$ cat config.mk
export PLATFORM = sky130hd
export DESIGN_NAME = cpu_rmw_sequencer_flat
export DESIGN_NICKNAME = d
export VERILOG_FILES = /design/src/rtl/cpu_rmw_sequencer_if.sv /design/src/rtl/cpu_rmw_sequencer.sv /design/src/flat_wrapper.sv
export SDC_FILE = /design/constraint.sdc
export NUM_CORES = 1
export LEC_CHECK = 0
export ABC_AREA = 1
export CORE_ASPECT_RATIO = 0.9
export CORE_MARGIN = 3
export CORE_UTILIZATION = 29
export DETAILED_ROUTE_END_ITERATION = 8
export GPL_TIMING_DRIVEN = 0
export PLACE_DENSITY = 0.69
export SLEW_MARGIN = 0
export SYNTH_ARGS = -nofsm -noshare
export SYNTH_HDL_FRONTEND = slang
export SYNTH_SLANG_ARGS = --single-unit
$ cat constraint.sdc
create_clock -name clk -period 1.3 [get_ports clk]
set_input_delay 0.26 -clock clk [delete_from_list [all_inputs] [get_ports clk]]
set_output_delay 0.26 -clock clk [all_outputs]
set_load 0.01 [all_outputs]
$ cat src/rtl/cpu_rmw_sequencer_if.sv
// Memory bus between the read-modify-write sequencer (master) and memory (slave).
// Read data returns one cycle after the read strobe.
interface cpu_rmw_sequencer_if #(
  parameter int ADDR_W = 16
);
  logic [ADDR_W-1:0] mem_addr;
  logic              mem_rd;
  logic              mem_wr;
  logic [7:0]        mem_wdata;
  logic [7:0]        mem_rdata;

  modport master (
    output mem_addr,
    output mem_rd,
    output mem_wr,
    output mem_wdata,
    input  mem_rdata
  );

  modport slave (
    input  mem_addr,
    input  mem_rd,
    input  mem_wr,
    input  mem_wdata,
    output mem_rdata
  );
endinterface

$ cat src/rtl/cpu_rmw_sequencer.sv
// 6502 read-modify-write sequencer: read operand, run the ALU, optional dummy write of the
// original value, write the result back, then hand N/Z/C to the status register.
module cpu_rmw_sequencer #(
  parameter int ADDR_W      = 16,
  parameter bit DUMMY_WRITE = 1'b1
) (
  input  logic              clk,
  input  logic              rst_n,

  input  logic              start,
  input  logic [ADDR_W-1:0] start_addr,
  input  logic [3:0]        start_op,
  input  logic              start_cin,
  output logic              busy,
  output logic              done,
  output logic              err,

  cpu_rmw_sequencer_if.master bus,

  output logic [7:0]        alu_a,
  output logic [3:0]        alu_op,
  output logic              alu_cin,
  input  logic [7:0]        alu_result,
  input  logic              alu_carry,
  input  logic              alu_neg,
  input  logic              alu_zero,

  output logic              flag_nz_we,
  output logic              flag_c_we,
  output logic              flag_n,
  output logic              flag_z,
  output logic              flag_c
);

  localparam logic [3:0] OP_ASL = 4'h5;
  localparam logic [3:0] OP_DEC = 4'hA;
  localparam logic [3:0] OP_INC = 4'h9;

  typedef enum logic [2:0] {
    S_IDLE,
    S_READ,
    S_LATCH,
    S_DUMMY,
    S_WRITE,
    S_DONE,
    S_REJ
  } state_t;

  state_t            state_q, state_d;
  logic [ADDR_W-1:0] addr_q;
  logic [3:0]        op_q;
  logic              cin_q;
  logic [7:0]        operand_q;
  logic [7:0]        result_q;
  logic              flag_n_q, flag_z_q, flag_c_q;

  logic              op_legal;
  logic              op_incdec;
  logic              accept;

  assign op_legal  = (start_op >= OP_ASL) && (start_op <= OP_DEC);
  assign op_incdec = (op_q == OP_INC) || (op_q == OP_DEC);
  assign accept    = (state_q == S_IDLE) && start && op_legal;

  // Next-state logic.
  // NOTE: every always_comb output gets a default first so no path leaves it unassigned,
  // which is what keeps synthesis from inferring a latch.
  always_comb begin
    state_d = state_q;
    unique case (state_q)
      S_IDLE:  if (start) state_d = op_legal ? S_READ : S_REJ;
      S_READ:  state_d = S_LATCH;
      S_LATCH: state_d = DUMMY_WRITE ? S_DUMMY : S_WRITE;
      S_DUMMY: state_d = S_WRITE;
      S_WRITE: state_d = S_DONE;
      S_DONE:  state_d = S_IDLE;
      S_REJ:   state_d = S_IDLE;
      default: state_d = S_IDLE;
    endcase
  end

  // NOTE: all state below uses non-blocking assignments so every register samples the
  // pre-edge values of the others, independent of statement order.
  // NOTE: the reset clears every datapath register too, since operand/result/flags are
  // visible on outputs and must read 0 after reset.
  always_ff @(posedge clk) begin
    if (!rst_n) begin
      state_q   <= S_IDLE;
      addr_q    <= '0;
      op_q      <= '0;
      cin_q     <= 1'b0;
      operand_q <= '0;
      result_q  <= '0;
      flag_n_q  <= 1'b0;
      flag_z_q  <= 1'b0;
      flag_c_q  <= 1'b0;
    end else begin
      state_q <= state_d;
      if (accept) begin
        addr_q <= start_addr;
        op_q   <= start_op;
        cin_q  <= start_cin;
      end
      // Read data and the ALU response to it are both captured at the end of LATCH.
      if (state_q == S_LATCH) begin
        operand_q <= bus.mem_rdata;
        result_q  <= alu_result;
        flag_n_q  <= alu_neg;
        flag_z_q  <= alu_zero;
        flag_c_q  <= alu_carry;
      end
    end
  end

  // During LATCH the operand register is not yet loaded, so the ALU sees the bus directly;
  // this path feeds only the ALU, never the bus or handshake outputs.
  assign alu_a   = (state_q == S_LATCH) ? bus.mem_rdata : operand_q;
  assign alu_op  = op_q;
  assign alu_cin = cin_q;

  assign flag_n  = flag_n_q;
  assign flag_z  = flag_z_q;
  assign flag_c  = flag_c_q;

  // Bus and handshake outputs decode from registers only.
  always_comb begin
    bus.mem_addr  = '0;
    bus.mem_rd    = 1'b0;
    bus.mem_wr    = 1'b0;
    bus.mem_wdata = '0;
    busy          = (state_q != S_IDLE);
    done          = 1'b0;
    err           = 1'b0;
    flag_nz_we    = 1'b0;
    flag_c_we     = 1'b0;
    unique case (state_q)
      S_READ: begin
        bus.mem_addr = addr_q;
        bus.mem_rd   = 1'b1;
      end
      S_LATCH: bus.mem_addr = addr_q;
      S_DUMMY: begin
        bus.mem_addr  = addr_q;
        bus.mem_wr    = 1'b1;
        bus.mem_wdata = operand_q;
      end
      S_WRITE: begin
        bus.mem_addr  = addr_q;
        bus.mem_wr    = 1'b1;
        bus.mem_wdata = result_q;
      end
      S_DONE: begin
        done       = 1'b1;
        flag_nz_we = 1'b1;
        flag_c_we  = !op_incdec;
      end
      S_REJ:   err = 1'b1;
      default: ;
    endcase
  end

endmodule

$ cat src/flat_wrapper.sv
// flat-port wrapper written by rule: the top's interface ports become plain ports
module cpu_rmw_sequencer_flat 
#(
  parameter int ADDR_W      = 16,
  parameter bit DUMMY_WRITE = 1'b1
)
  (clk, rst_n, start, start_addr, start_op, start_cin, busy, done, err, alu_a, alu_op, alu_cin, alu_result, alu_carry, alu_neg, alu_zero, flag_nz_we, flag_c_we, flag_n, flag_z, flag_c, bus_mem_addr, bus_mem_rd, bus_mem_wr, bus_mem_wdata, bus_mem_rdata);
  cpu_rmw_sequencer_if #(.ADDR_W(ADDR_W)) bus_i ();
  input  logic clk;
  input  logic rst_n;
  input  logic start;
  input  logic [ADDR_W-1:0] start_addr;
  input  logic [3:0] start_op;
  input  logic start_cin;
  output logic busy;
  output logic done;
  output logic err;
  output logic [7:0] alu_a;
  output logic [3:0] alu_op;
  output logic alu_cin;
  input  logic [7:0] alu_result;
  input  logic alu_carry;
  input  logic alu_neg;
  input  logic alu_zero;
  output logic flag_nz_we;
  output logic flag_c_we;
  output logic flag_n;
  output logic flag_z;
  output logic flag_c;
  output wire logic [$bits(bus_i.mem_addr)-1:0] bus_mem_addr;
  output wire logic [$bits(bus_i.mem_rd)-1:0] bus_mem_rd;
  output wire logic [$bits(bus_i.mem_wr)-1:0] bus_mem_wr;
  output wire logic [$bits(bus_i.mem_wdata)-1:0] bus_mem_wdata;
  input wire logic [$bits(bus_i.mem_rdata)-1:0] bus_mem_rdata;
  assign bus_mem_addr = bus_i.mem_addr;
  assign bus_mem_rd = bus_i.mem_rd;
  assign bus_mem_wr = bus_i.mem_wr;
  assign bus_mem_wdata = bus_i.mem_wdata;
  assign bus_i.mem_rdata = bus_mem_rdata;
  cpu_rmw_sequencer #(.ADDR_W(ADDR_W), .DUMMY_WRITE(DUMMY_WRITE)) u_core (.clk(clk), .rst_n(rst_n), .start(start), .start_addr(start_addr), .start_op(start_op), .start_cin(start_cin), .busy(busy), .done(done), .err(err), .bus(bus_i), .alu_a(alu_a), .alu_op(alu_op), .alu_cin(alu_cin), .alu_result(alu_result), .alu_carry(alu_carry), .alu_neg(alu_neg), .alu_zero(alu_zero), .flag_nz_we(flag_nz_we), .flag_c_we(flag_c_we), .flag_n(flag_n), .flag_z(flag_z), .flag_c(flag_c));
endmodule
==> reports/qor.yml, run 1 <==
outcome:
  status: "complete, but fails checks"
  violations: "setup timing"
global_routing:
  antenna_found_initial: 0
  grt_usage: 0.172
  grt_overflow: 0
  grt_pass1_vias: 2533
  grt_pass1_wl_mm: 11.7
  grt_max_degree: 14
worst_setup_path:
  path_class: "flip-flop to primary output"
  cp_max_fo: 5
  r2r_slack_ps: -560
  worstPathRequired_ps: 1040
  r2r-end: "u_core.operand_q[4]"
  crit_arrival_ps: 1610
  r2r_start: "u_core.state_q[1]"
  endpoint_kind: "primary output"
  startpoint_type: "flip-flop"
  r2r_cells: 13
cells_and_area:
  fillers: 640
  final_layout_size_suffix_gt1_frac: 0.400
  fin_area_mm2: 0.00406
  final_util: 0.567
  diodes: 0
  multi_input_area_mm2: 0.00126
  regArea_um2: 872
  final_nets: 500
  synthToLayoutAreaGrowth_pct: 87.1
timing:
  holdWs_ps: 470
  rsz0062_at_grt: "yes"
  fmax_ghz: 0.534
  worst_slack_ps: -573
  slew_violations: 0
  final_hold_viol_count: 0
  relSlewSlack: 0.654
  fin_crit_sh: 1.44
  min_period_ps: 1870
  worst_pin_slew_ps: 518
  skew_ps: 7.81
  finalSetupViolCount: 64
clocking:
  cts.hold.buffers_added: 0
  path_clk_slew_ps: 90
  htree_num_levels: 2
  cts.sinks: 43
  clk_latency_ps: 300
  cts-root-buf: "clkbuf_8"
  cts.path.max_buffers: 2
  cts_made_buffers: 5
  cts_tree: "done"
floorplanning:
  die_x_um: 97.1
  fp-row-count: 29
  start_util: 0.303
  design.core.area_mm2: 0.00715
  num_io_pins: 90
  fp.dieArea_mm2: 0.00855
  dieHeight_um: 88.0
worst_hold_path:
  min_to: "u_core.flag_n"
  holdCritStartpoint: "u_core.flag_n"
  min_path_type: "flip-flop to flip-flop"
  hold_path_depth: 2
synth:
  ys_types: 25
  yosysWarnings: 0
  avgSynthCellArea_um2: 6.80
  yosys_register_bits: 43
  netlist_instances: 319
  syn-num-nets: 362
  ys_seq_area_frac: 0.397
  netlist_area_mm2: 0.00217
pwr:
  vdd_drop_max_v: 0.000804
  power.leakage_nw: 2.06
  totalPowerFinal_mw: 9.40
  power_density_mw_per_mm2: 2320
placed_design:
  portBuffers: 89
  routabilityCongestion: 0.807
  dp_hpwl_mm: 4.67
  place_area_mm2: 0.00324
  pre_cts_ws_ps: -714
routing:
  drc_errors: 0
  vias: 2542
  totalWireLength_mm: 7.61
  ant_nets: 0
  drtPass1Iterations: 4
  wire_per_inst_um: 13.8
  drtIter0Drc: 101
  viasPerCell: 4.61
run:
  cap_viol_max_count: 0
[state kept, by name, indices dropped and copies added, names as in the netlist]
register / flops
u_core.flag_c: 1
u_core.operand_q: 8
u_core.alu_op: 4
u_core.addr_q: 16
u_core.result_q: 8
u_core.flag_z: 1
u_core.alu_cin: 1
u_core.state_q: 3
u_core.flag_n: 1
[cells in the final DEF, fill, tap and decap left out, types with 4 or more instances in the layout]
cell type / instances
o21ai_1: 6
o22ai_2: 7
buf_6: 40
dlygate4sd2_1: 8
clkbuf_8: 9
inv_1: 50
o21ai_2: 5
buf_2: 20
inv_2: 16
a21oi_1: 35
nor2_1: 34
nand2_1: 32
clkdlybuf4s50_1: 42
nand2_2: 10
o21ai_4: 7
nand2_4: 17
buf_4: 23
buf_12: 4
nand3_1: 23
dfxtp_1: 40
[cells by family after synthesis]
kind of cell,Yosys count,share of synthesized area
and+or+nand+nor,127,0.277
xor gates and xnor gates,1,0.00404
AOI/OAI and AO/OA,62,0.151
DFF,43,0.397
buffers and inverters,86,0.171
[per-layer routing]
metal | share of wire | GRT usage
met1 | 0.41 | 0.195
met2 | 0.52 | 0.321
met3 | 0.057 | 0.0438
met4 | 0.011 | 0.0510
met5 | 0 | 0
[repair_timing]
| item | CTS | global route |
|---|---|---|
| cloned | 4 | 1 |
| gates resized for setup | 241 | 52 |
| pin swaps | 13 | 11 |
| endpoints found under the setup margin | 69 | 79 |
| buffers inserted | 32 | 9 |
[worst max-delay path, cell delays in order (launching register included)]
cell and delay [ps]:
dfxtp_4 400, inv_4 50, nor2_4 110, nand2_4 80, buf_4 160, buf_12 140
o21ai_4 150, inv_1 60, buf_2 140
[area by class of cell]
| class | instances | area share |
|---|---|---|
| Clock inverter | 2 | 0.0148 |
| Inverter | 69 | 0.0669 |
| Sequential cell | 43 | 0.215 |
| Multi-Input combinational cell | 191 | 0.310 |
| Tap cell | 93 | 0.0287 |
| Timing Repair Buffer | 131 | 0.304 |
| Clock buffer | 6 | 0.0179 |
| Buffer | 16 | 0.0423 |
[synthesized netlist by cell type]
cell / n / area, um2
inv_1: 55 / 206
nand2_1: 45 / 169
dfxtp_1: 43 / 861
nor2_1: 36 / 135
a21oi_1: 35 / 175
nand3_1: 26 / 130
o21ai_1: 17 / 85.1
inv_2: 14 / 52.6
nand2_2: 11 / 68.8
o22ai_1: 8 / 50.1
clkbuf_1: 7 / 26.3
buf_6: 4 / 45.0
nand2_4: 4 / 45.0
buf_2: 3 / 15.0
a21boi_0: 1 / 7.51
buf_1: 1 / 3.75
buf_4: 1 / 7.51
buf_8: 1 / 15.0
nand3_2: 1 / 10.0
nor2_2: 1 / 6.26
nor2_4: 1 / 11.3
nor2_8: 1 / 20.0
nor3_1: 1 / 5.00
o21ai_2: 1 / 8.76
xor2_1: 1 / 8.76
[power by group]
part / switching, mW / total, mW / leakage (nW) / internal, mW
sequential: 0.262 / 1.97 / 0.354 / 1.70
combinational: 3.12 / 6.19 / 1.64 / 3.07
clock: 0.471 / 1.24 / 0.0654 / 0.768
[per-stage QoR]
stage	setup TNS [ps]	cells
finish	-22560	551
global route	-27560	551
CTS	-16710	544
detailed placement	-35680	501
global placement	-34150	501
floorplan	-598	319
[worst max-delay path by stage]
stage / from / end / slack [ps] / cells after the start
after global routing: u_core.state_q[1] / alu_a[4] / -630 / 8
after CTS: u_core.state_q[1] / bus_mem_addr[7] / -550 / 11
after detailed placement: u_core.state_q[1] / bus_mem_addr[9] / -710 / 10
after global placement: u_core.state_q[1] / bus_mem_addr[7] / -710 / 10
final: u_core.state_q[1] / alu_a[0] / -570 / 8
after floorplan: u_core.state_q[0] / bus_mem_addr[10] / -60 / 8
Power figures use the tool's default switching activity.
==> run 2: changes to the inputs <==
--- a/config.mk
+++ b/config.mk
@@ -8,10 +8,10 @@
 export ABC_AREA = 1
 export CORE_ASPECT_RATIO = 0.9
 export CORE_MARGIN = 3
-export CORE_UTILIZATION = 29
+export CORE_UTILIZATION = 39
 export DETAILED_ROUTE_END_ITERATION = 8
 export GPL_TIMING_DRIVEN = 0
-export PLACE_DENSITY = 0.69
+export PLACE_DENSITY = 0.86
 export SLEW_MARGIN = 0
 export SYNTH_ARGS = -nofsm -noshare
 export SYNTH_HDL_FRONTEND = slang
==> run 2 against run 1 <==
Net effect:
- the flow still finishes with violations (setup timing)
- via count did not move
- sequential power barely moved
- die area fell by 24%
- clock-buffer cell count rose by 1
- worst hold slack got worse by 13 ps
- power fell by 4.9%
- first-iteration DRC count rose by 63%
- critical endpoint is now alu_a[3]
- largest cell class unchanged
- highest routed layer unchanged
==> reports/qor.yml, run 2 (same netlist as run 1, synthesis figures left out) <==
outcome:
  status: "complete, but fails checks"
  violations: "setup timing"
floorplanning:
  dieHeight_um: 76.7  # -13%
  num_io_pins: 90  # unchanged
  start_util: 0.408  # +0.104
  fp.dieArea_mm2: 0.00649  # -24%
  design.core.area_mm2: 0.00532  # -26%
  die_x_um: 84.6  # -13%
  fp-row-count: 25  # -14%
cells_and_area:
  layout_commonest_cell: "inv_1"
  layout_common_cells: "46 x inv_1, 42 x buf_6, 42 x clkdlybuf4s50_1"
  synthToLayoutAreaGrowth_pct: 80.8
  diodes: 0  # unchanged
  fillers: 365  # -43%
  fin_area_mm2: 0.00392  # -3.3%
  regMostFlops: "u_core.addr_q"
  largest_reg_flops: 16  # unchanged
  final_nets: 490  # -2.0%
  final_layout_size_suffix_gt1_frac: 0.424  # +0.0245
  final_util: 0.737  # +0.170
  largestRegisters: "u_core.addr_q x16, u_core.operand_q x8, u_core.result_q x8"
worst_setup_path:
  slowest_delay_ps: 420  # +20 ps
  path_delay_family: "buffers and inverters"
  r2r_start: "u_core.state_q[1]"
  crit_chain: "inv_4, nor2_4, nand2_4, buf_4, buf_6, nand2_2, o21ai_4, inv_1, buf_2"
  cp.buffers_inverters: 5  # unchanged
  startpoint_type: "flip-flop"
  endpoint_kind: "primary output"
  crit_arrival_ps: 1650  # +40 ps
  r2r_cells: 11  # -2
  cp_max_fo: 5  # unchanged
  r2r_slack_ps: -390  # +170 ps
  path_class: "flip-flop to primary output"
  r2r-end: "u_core.addr_q[13]"
  worstPathRequired_ps: 1040  # about the same
  worst_path_max_delay_cell: "dfxtp_4"
worst_hold_path:
  min_path_type: "flip-flop to flip-flop"
  hold_path_depth: 2  # unchanged
  holdCritStartpoint: "u_core.result_q[2]"
  min_to: "u_core.result_q[2]"
global_routing:
  grt_pass1_wl_mm: 11.8  # +1.1%
  grt_usage: 0.226  # +0.0547
  grt_pass1_vias: 2582  # +1.9%
  grt_max_degree: 13  # -1
  antenna_found_initial: 0  # unchanged
  grt_overflow: 0  # unchanged
timing:
  slew_violations: 0  # unchanged
  worst_pin_slew_ps: 600  # +81.2 ps
  worst_slack_ps: -605  # -32.4 ps
  final_hold_viol_count: 0  # unchanged
  relSlewSlack: 0.600  # -0.0541
  skew_ps: 9.10  # +1.28 ps
  rsz0062_at_grt: "yes"
  fin_crit_sh: 1.47  # +0.0249
  min_period_ps: 1910  # +32.4 ps
  finalSetupViolCount: 77  # +20%
  holdWs_ps: 457  # -12.6 ps
  fmax_ghz: 0.525  # -1.7%
pwr:
  totalPowerFinal_mw: 8.94  # -4.9%
  power_density_mw_per_mm2: 2280  # -1.6%
  power.leakage_nw: 1.98  # -4.1%
  vdd_drop_max_v: 0.00144  # +79%
clocking:
  cts_made_buffers: 5  # unchanged
  cts-root-buf: "clkbuf_8"
  cts.sinks: 43  # unchanged
  clk_latency_ps: 290  # about the same
  htree_num_levels: 2  # unchanged
  path_clk_slew_ps: 80  # about the same
  cts.path.max_buffers: 2  # unchanged
  cts_tree: "done"
routing:
  drtIter0Drc: 165  # +63%
  ant_nets: 0  # unchanged
  wire_per_inst_um: 16.1  # +16%
  totalWireLength_mm: 8.27  # +8.6%
  drtPass1Iterations: 4  # unchanged
  vias: 2542  # unchanged
  viasPerCell: 4.94  # +7.0%
  drc_errors: 0  # unchanged
placed_design:
  place_area_mm2: 0.00321  # -1.0%
  routabilityCongestion: 0.789  # -2.2%
  portBuffers: 89  # unchanged
  dp_hpwl_mm: 4.56  # -2.3%
  pre_cts_ws_ps: -726  # -11.6 ps
run:
  cap_viol_max_count: 0  # unchanged
-- run 2: cell count changes in the layout (fill, tap and decap cells not counted), sizes merged --
cell    before  now
buf         89   81
bufinv       2    0
clkinv       0    1
nand3       28   27
-- run 2: worst max path at each step --
stage | start | end | slack [ps] | cells after the start
2_1_floorplan | u_core.state_q[0] | bus_mem_addr[10] | -60 | 8
3_3_place_gp | u_core.state_q[1] | bus_mem_addr[9] | -690 | 10
3_5_place_dp | u_core.state_q[1] | bus_mem_addr[13] | -730 | 10
4_1_cts | u_core.state_q[1] | bus_mem_addr[9] | -550 | 11
5_1_grt | u_core.state_q[1] | alu_a[3] | -660 | 9
6_report | u_core.state_q[1] | alu_a[3] | -610 | 9
-- run 2: final cells by class --
cell class                      instances  area [um2]  area share
Buffer                                 16         146      0.0373
Clock buffer                            7        76.3      0.0195
Clock inverter                          1        5.00     0.00128
Inverter                               69         274      0.0699
Multi-Input combinational cell        190        1290       0.329
Sequential cell                        43         872       0.222
Tap cell                               67        83.8      0.0214
Timing Repair Buffer                  122        1170       0.300
-- run 2: timing repair --
item | 4_1_cts | 5_1_grt
gates resized for setup | 219 | 93
gates cloned | 4 | 1
setup endpoints to repair | 69 | 74
pin swaps | 6 | 8
hold buffers | 0 | 0
buffers inserted | 23 | 8
-- run 2: metal layers --
layer,GRT usage,up-vias,routed length (um)
met5,0,-,0
met4,0.0981,0,222
met3,0.0408,22,338
met2,0.420,90,4430
met1,0.249,1197,3280
li1,-,1233,-
-- run 2: metrics by stage --
stage	instances	TNS, ps
floorplan	319	-598
global placement	475	-32720
detailed placement	475	-35540
CTS	509	-21540
global route	515	-31300
finish	515	-26280
-- run 2: power by group --
group / leakage, nW / internal (mW) / switching [mW]
combinational: 1.58 / 2.92 / 3.20
sequential: 0.354 / 1.70 / 0.278
clock: 0.0422 / 0.378 / 0.459
-- run 2: worst reg2reg max path, cell delays in order (launching register included) --
cell and delay [ps]:
dfxtp_4 390, nor2_4 160, buf_6 110, buf_6 80, buf_6 80, buf_6 110
nand2_8 70, nor2_8 180, buf_6 160, nand3_2 80, nand2_1 100, nor2_1 60
